[config.mk]
export PLATFORM = sky130hd
export DESIGN_NAME = regfile_wb_arbiter_flat
export DESIGN_NICKNAME = d
export VERILOG_FILES = /design/src/rtl/regfile_pkg.sv /design/src/rtl/regfile_wb_arbiter_if.sv /design/src/rtl/regfile_wb_arbiter_rr_arb2.sv /design/src/rtl/regfile_wb_arbiter.sv /design/src/flat_wrapper.sv
export SDC_FILE = /design/constraint.sdc
export NUM_CORES = 1
export LEC_CHECK = 0
export CAP_MARGIN = 0
export CORE_MARGIN = 2
export CORE_UTILIZATION = 44
export CTS_CLUSTER_SIZE = 10
export DETAILED_ROUTE_END_ITERATION = 10
export HOLD_SLACK_MARGIN = 0.05
export PLACE_DENSITY_LB_ADDON = 0.08
export SLEW_MARGIN = 20
export SYNTH_ARGS = -nofsm -noshare
export SYNTH_HDL_FRONTEND = slang
export SYNTH_SLANG_ARGS = --single-unit
export TNS_END_PERCENT = 1
[constraint.sdc]
create_clock -name Clk -period 2.4 [get_ports Clk]
set_input_delay 0.48 -clock Clk [delete_from_list [all_inputs] [get_ports Clk]]
set_output_delay 0.48 -clock Clk [all_outputs]
set_load 0.1 [all_outputs]
[src/rtl/regfile_pkg.sv]
// Shared constants for the register-file writeback path: default widths,
// the hard-wired zero register and the requester port indices.
package regfile_pkg;

  localparam int DATA_W = 32;
  localparam int REG_AW = 5;

  localparam logic [REG_AW-1:0] REG_ZERO = 5'd0;

  localparam int PORT_ALU  = 0;
  localparam int PORT_LOAD = 1;

endpackage

[src/rtl/regfile_wb_arbiter_if.sv]
// Writeback bus: two valid/ready requesters on one side, the registered
// register-file write port on the other.
interface regfile_wb_arbiter_if
  import regfile_pkg::*;
#(
  parameter int DW = DATA_W,
  parameter int AW = REG_AW
) ();

  logic          Req0Valid;
  logic          Req0Ready;
  logic [AW-1:0] Req0RW;
  logic [DW-1:0] Req0Data;

  logic          Req1Valid;
  logic          Req1Ready;
  logic [AW-1:0] Req1RW;
  logic [DW-1:0] Req1Data;

  logic          RegWr;
  logic [AW-1:0] RW;
  logic [DW-1:0] BusW;

  // Requesters and register file together form the master side.
  modport master (
    output Req0Valid, Req0RW, Req0Data,
    output Req1Valid, Req1RW, Req1Data,
    input  Req0Ready, Req1Ready,
    input  RegWr, RW, BusW
  );

  modport slave (
    input  Req0Valid, Req0RW, Req0Data,
    input  Req1Valid, Req1RW, Req1Data,
    output Req0Ready, Req1Ready,
    output RegWr, RW, BusW
  );

endinterface

[src/rtl/regfile_wb_arbiter_rr_arb2.sv]
// Two-request round-robin arbiter. Last remembers the previous winner so a
// tie goes to the other port; it resets to the load port so ALU wins first.
module rr_arb2
  import regfile_pkg::*;
(
  input  logic       clk,
  input  logic       rst_n,
  input  logic [1:0] req,
  output logic [1:0] gnt
);

  logic r_last;

  always_comb begin
    gnt            = 2'b00;
    gnt[PORT_ALU]  = req[PORT_ALU]  & (~req[PORT_LOAD] |  r_last);
    gnt[PORT_LOAD] = req[PORT_LOAD] & (~req[PORT_ALU]  | ~r_last);
  end

  always_ff @(posedge clk or negedge rst_n) begin
    if (!rst_n) begin
      r_last <= 1'b1;
    end else if (|gnt) begin
      r_last <= gnt[PORT_LOAD];
    end
  end

endmodule

[src/rtl/regfile_wb_arbiter.sv]
// Shares the register-file write port between ALU and load writeback with
// round-robin arbitration, plus saturating grant and dropped-R0 counters.
module regfile_wb_arbiter
  import regfile_pkg::*;
#(
  parameter int DW = DATA_W,
  parameter int AW = REG_AW,
  parameter int CW = 16
) (
  input  logic                  Clk,
  input  logic                  Resetn,
  regfile_wb_arbiter_if.slave   bus,
  input  logic                  CntClr,
  output logic [CW-1:0]         GntCnt0,
  output logic [CW-1:0]         GntCnt1,
  output logic [CW-1:0]         DropCnt
);

  localparam logic [CW-1:0] CNT_MAX = '1;

  logic [1:0]    w_req;
  logic [1:0]    w_gnt;
  logic          w_grant;
  logic          w_drop;
  logic [AW-1:0] w_selRW;
  logic [DW-1:0] w_selData;

  logic          r_regWr;
  logic [AW-1:0] r_rw;
  logic [DW-1:0] r_busW;
  logic [CW-1:0] r_gntCnt0;
  logic [CW-1:0] r_gntCnt1;
  logic [CW-1:0] r_dropCnt;

  // Masking with Resetn keeps Ready low for the whole reset window.
  assign w_req = {bus.Req1Valid, bus.Req0Valid} & {2{Resetn}};

  rr_arb2 u_arb (
    .clk   (Clk),
    .rst_n (Resetn),
    .req   (w_req),
    .gnt   (w_gnt)
  );

  assign bus.Req0Ready = w_gnt[PORT_ALU];
  assign bus.Req1Ready = w_gnt[PORT_LOAD];

  assign w_grant   = |w_gnt;
  assign w_selRW   = w_gnt[PORT_LOAD] ? bus.Req1RW   : bus.Req0RW;
  assign w_selData = w_gnt[PORT_LOAD] ? bus.Req1Data : bus.Req0Data;
  assign w_drop    = w_grant && (w_selRW == AW'(REG_ZERO));

  always_ff @(posedge Clk or negedge Resetn) begin
    if (!Resetn) begin
      r_regWr <= 1'b0;
      r_rw    <= '0;
      r_busW  <= '0;
    end else if (w_grant && !w_drop) begin
      r_regWr <= 1'b1;
      r_rw    <= w_selRW;
      r_busW  <= w_selData;
    end else begin
      r_regWr <= 1'b0;
    end
  end

  // Clear beats increment; each counter sticks at all-ones.
  always_ff @(posedge Clk or negedge Resetn) begin
    if (!Resetn) begin
      r_gntCnt0 <= '0;
      r_gntCnt1 <= '0;
      r_dropCnt <= '0;
    end else if (CntClr) begin
      r_gntCnt0 <= '0;
      r_gntCnt1 <= '0;
      r_dropCnt <= '0;
    end else begin
      if (w_gnt[PORT_ALU] && (r_gntCnt0 != CNT_MAX)) begin
        r_gntCnt0 <= r_gntCnt0 + 1'b1;
      end
      if (w_gnt[PORT_LOAD] && (r_gntCnt1 != CNT_MAX)) begin
        r_gntCnt1 <= r_gntCnt1 + 1'b1;
      end
      if (w_drop && (r_dropCnt != CNT_MAX)) begin
        r_dropCnt <= r_dropCnt + 1'b1;
      end
    end
  end

  assign bus.RegWr = r_regWr;
  assign bus.RW    = r_rw;
  assign bus.BusW  = r_busW;
  assign GntCnt0   = r_gntCnt0;
  assign GntCnt1   = r_gntCnt1;
  assign DropCnt   = r_dropCnt;

endmodule
[src/flat_wrapper.sv]
// flat-port wrapper written by rule: the top's interface ports become plain ports
module regfile_wb_arbiter_flat import regfile_pkg::*;
#(
  parameter int DW = DATA_W,
  parameter int AW = REG_AW,
  parameter int CW = 16
)
  (Clk, Resetn, CntClr, GntCnt0, GntCnt1, DropCnt, bus_Req0Valid, bus_Req0RW, bus_Req0Data, bus_Req1Valid, bus_Req1RW, bus_Req1Data, bus_Req0Ready, bus_Req1Ready, bus_RegWr, bus_RW, bus_BusW);
  regfile_wb_arbiter_if #(.DW(DW), .AW(AW)) bus_i ();
  input  logic Clk;
  input  logic Resetn;
  input  logic CntClr;
  output logic [CW-1:0] GntCnt0;
  output logic [CW-1:0] GntCnt1;
  output logic [CW-1:0] DropCnt;
  input wire logic [$bits(bus_i.Req0Valid)-1:0] bus_Req0Valid;
  input wire logic [$bits(bus_i.Req0RW)-1:0] bus_Req0RW;
  input wire logic [$bits(bus_i.Req0Data)-1:0] bus_Req0Data;
  input wire logic [$bits(bus_i.Req1Valid)-1:0] bus_Req1Valid;
  input wire logic [$bits(bus_i.Req1RW)-1:0] bus_Req1RW;
  input wire logic [$bits(bus_i.Req1Data)-1:0] bus_Req1Data;
  output wire logic [$bits(bus_i.Req0Ready)-1:0] bus_Req0Ready;
  output wire logic [$bits(bus_i.Req1Ready)-1:0] bus_Req1Ready;
  output wire logic [$bits(bus_i.RegWr)-1:0] bus_RegWr;
  output wire logic [$bits(bus_i.RW)-1:0] bus_RW;
  output wire logic [$bits(bus_i.BusW)-1:0] bus_BusW;
  assign bus_i.Req0Valid = bus_Req0Valid;
  assign bus_i.Req0RW = bus_Req0RW;
  assign bus_i.Req0Data = bus_Req0Data;
  assign bus_i.Req1Valid = bus_Req1Valid;
  assign bus_i.Req1RW = bus_Req1RW;
  assign bus_i.Req1Data = bus_Req1Data;
  assign bus_Req0Ready = bus_i.Req0Ready;
  assign bus_Req1Ready = bus_i.Req1Ready;
  assign bus_RegWr = bus_i.RegWr;
  assign bus_RW = bus_i.RW;
  assign bus_BusW = bus_i.BusW;
  regfile_wb_arbiter #(.DW(DW), .AW(AW), .CW(CW)) u_core (.Clk(Clk), .Resetn(Resetn), .bus(bus_i), .CntClr(CntClr), .GntCnt0(GntCnt0), .GntCnt1(GntCnt1), .DropCnt(DropCnt));
endmodule
==> metrics.txt <==
Critical Path Slowest Stage Cell or4_4; Tmin final 2.33 ns; post-synthesis mux area share 2.15%; Leakage 0.00282 µW; CTS tree yes; Post-synth ARST share 100%; most used flip-flop cell after synthesis dfrtp_1; synth unique cells 45; Worst Setup End Kind register; placer congestion estimate 0.878; RSZ-0062 raised after global routing no; Die W 104 µm; EDFF count, synth 0; Net Sw Power 1600 µW; initial antenna violation count 0; DRC 0; layout cell share with drive strength beyond 1 22.5%; initial detailed-routing violation count 189; Row Count 36; worst-path maximum fanout 10; GR Layer Usage met3 3.96%; Sequential Power Share 39.2%; hpwl dp 9.51 mm; largest net degree at the start of global routing 74; post-synthesis simple-gate area fraction 27.0%; PwrDens 645 nW/µm²; GR peak layer met2; Critical Path Start Type input port; Synth Area in XOR/XNOR 4.21%; Post-Syn Nets 572; GR Layer Usage met2 39.5%; Slew headroom 57.9%; TritonRoute pass-1 iters 5; Fillers 832; slowest stage delay, CP 0.55 ns; Setup Crit Path Kind in -> reg; most frequent cells in the layout buf_4, nand2_1, dfrtp_1; vias in the first global route 4174; vias per cell 5.41; Die Ht 104 µm; setup_tns 0 ns; number of routed nets with antenna violations 0; Synth Area in Adders 0.859%; Cells after DPL 798; first-pass GRT wire length 21.6 mm; core footprint 9730 µm²; Mapped Area 4370 µm²; Final Non-Filler Cells 813; grt ovf 0; boundary pin count 167; post-route cell area 6410 µm²; sequential fraction of the synthesis area 49.8%; Routed WL 13.0 mm; Vias 4398; clock power share 27.3%; period utilization 96.9%; Die Area 10700 µm²; final hold vios 0; Setup Skew 0.0124 ns; nets 758; # diodes 0; CTS max path bufs 2; Routed WL per cell 16.0 µm; most common cell after layout, fill and taps aside buf_4; YS warnings 0; Setup Buffers After CTS 0; Syn Inst Count 490; H-tree depth 3; total routing usage reported by global routing 24.5%; critical path arrival 2.60 ns; Clk Latency, worst-skew pair 0.35 ns; critical-path cell list clkdlybuf4s50_1 > or4_4 > nor4_4 > a21oi_2 > buf_4 > or4_1 > a21oi_1; main combinational cell family by area after synthesis simple AND/OR/NAND/NOR gates; Area Growth Syn to Fin 46.7%; area post-placement 6190 µm²; synthesized flop and latch total 87; CTS Buf Count 9; combinational share of power 33.5%; Hold Crit Class in -> async; Max VDD drop 0.428 mV; Slew Viols, Final 0; status complete, no violations; Finish-stage setup viols 0; Worst EP required 2.67 ns; post-synthesis compound-gate area fraction 13.1%; max cap viols 0; Hold Buf Count CTS 0; met1 usage 34.4%; Slew @ Worst Pin 0.626 ns; Root Driver clkbuf_8; clock-pin slew on the worst setup and hold paths 0.09 ns; Initial Util 44.9%; internal power 2530 µW; f_max 430 MHz; Mapped Avg Cell Area 8.92 µm²; CTS sink cnt 87; Sw Share 38.8%; number of buffers added on ports 166
-- what timing repair did --
| item | 4_1_cts | 5_1_grt |
|---|---|---|
| hold endpoints to repair | 0 | 0 |
| gates resized for setup | 2 | 3 |
| cloned | 0 | 0 |
| endpoints found under the setup margin | 1 | 12 |
-- through the flow --
| step | worst slack [ns] | total power, µW | hold slack, ns | util (%) |
|---|---|---|---|---|
| final | 0.0737 | 4140 | 0.147 | 65.9 |
| after global placement | -0.303 | 3020 | 0.461 | 63.6 |
| after floorplan | -0.229 | 2590 | 0.184 | - |
| after CTS | 0.0170 | 4160 | 0.151 | 65.8 |
| after detailed placement | -0.314 | 3040 | 0.470 | 63.6 |
| after global routing | 0.00371 | 4300 | 0.166 | 65.9 |
-- kinds of logic after synthesis --
kind of cell	after synthesis
AOI/OAI and AO/OA	90
xor gates and xnor gates	21
adders and majority gates	3
buffers and inverters	33
DFF	87
muxes	9
and+or+nand+nor	247
-- power by group through the flow --
stage | Combinational, µW | Sequential, µW | Clock [µW]
after CTS | 1390 | 1620 | 1150
final | 1380 | 1620 | 1130
after floorplan | 215 | 2380 | 0
after detailed placement | 1390 | 1650 | 0
after global routing | 1440 | 1640 | 1220
after global placement | 1380 | 1650 | 0
-- worst max-delay path: cells and delay by family --
family / cells / cell delay (ns)
AOI/OAI and AO/OA: 2 / 0.26
buffers and inverters: 2 / 0.60
and+or+nand+nor: 3 / 1.25
-- area by class of cell --
| class | count | area (µm²) | share of cell area [%] |
|---|---|---|---|
| clock buffer | 11 | 141 | 2.21 |
| sequential | 87 | 2180 | 34.0 |
| timing repair buffer | 202 | 1750 | 27.2 |
| clock inverter | 4 | 70.1 | 1.09 |
| tap | 133 | 166 | 2.60 |
| inverter | 6 | 22.5 | 0.351 |
| multi-input combinational | 370 | 2090 | 32.5 |
-- worst paths after layout --
kind / from / end / slack [ns] / depth (start not counted)
setup / recovery: bus_Req1RW[2] / u_core.DropCnt[7] / 0.07 / 7
hold / removal: Resetn / u_core.GntCnt1[5] / 0.15 / 2
setup reg to reg: u_core.DropCnt[0] / u_core.DropCnt[13] / 0.31 / 6
hold reg to reg: u_core.u_arb.r_last / u_core.u_arb.r_last / 0.48 / 2
max in group asynchronous: Resetn / u_core.bus.BusW[17] / 1.70 / 2
min in group Clk: u_core.u_arb.r_last / u_core.u_arb.r_last / 0.48 / 2
-- sequential cells by signal, summed over array words and instances, names as in the netlist --
register / flops
u_core.GntCnt0: 16
u_core.DropCnt: 16
u_core.u_arb.r_last: 1
u_core.GntCnt1: 16
u_core.bus.BusW: 32
u_core.bus.RegWr: 1
u_core.bus.RW: 5
-- Yosys cell counts (2+ instances only) --
cell / count / area [µm²]
xnor2_1: 6 / 52.6
buf_2: 2 / 10.0
inv_1: 6 / 22.5
nand2b_1: 3 / 18.8
mux2_2: 3 / 33.8
ha_1: 3 / 37.5
nor3_1: 7 / 35.0
nand2_1: 90 / 338
nor2b_1: 4 / 25.0
o2111ai_1: 3 / 26.3
nand4_1: 14 / 87.6
and2_1: 5 / 31.3
and3_1: 3 / 18.8
a31oi_1: 38 / 238
nor4_1: 6 / 37.5
or4_1: 15 / 113
or3_1: 5 / 31.3
and4_1: 6 / 52.6
nand3_1: 11 / 55.1
o211ai_1: 3 / 22.5
mux2i_1: 6 / 60.1
clkbuf_1: 25 / 93.8
xor2_1: 15 / 131
a21oi_1: 17 / 85.1
nor2_1: 71 / 267
o31ai_1: 11 / 82.6
dfrtp_1: 86 / 2150
o21ai_0: 8 / 40.0
o22ai_1: 2 / 12.5
-- per-layer routing --
layer,part of all wire [%],wire (µm),vias to the layer above
li1,-,-,2112
met1,46,5930,2134
met2,48,6260,137
met3,4.9,638,15
met4,1.2,159,0
met5,0,0,-
(Power assumes the default switching activity.)
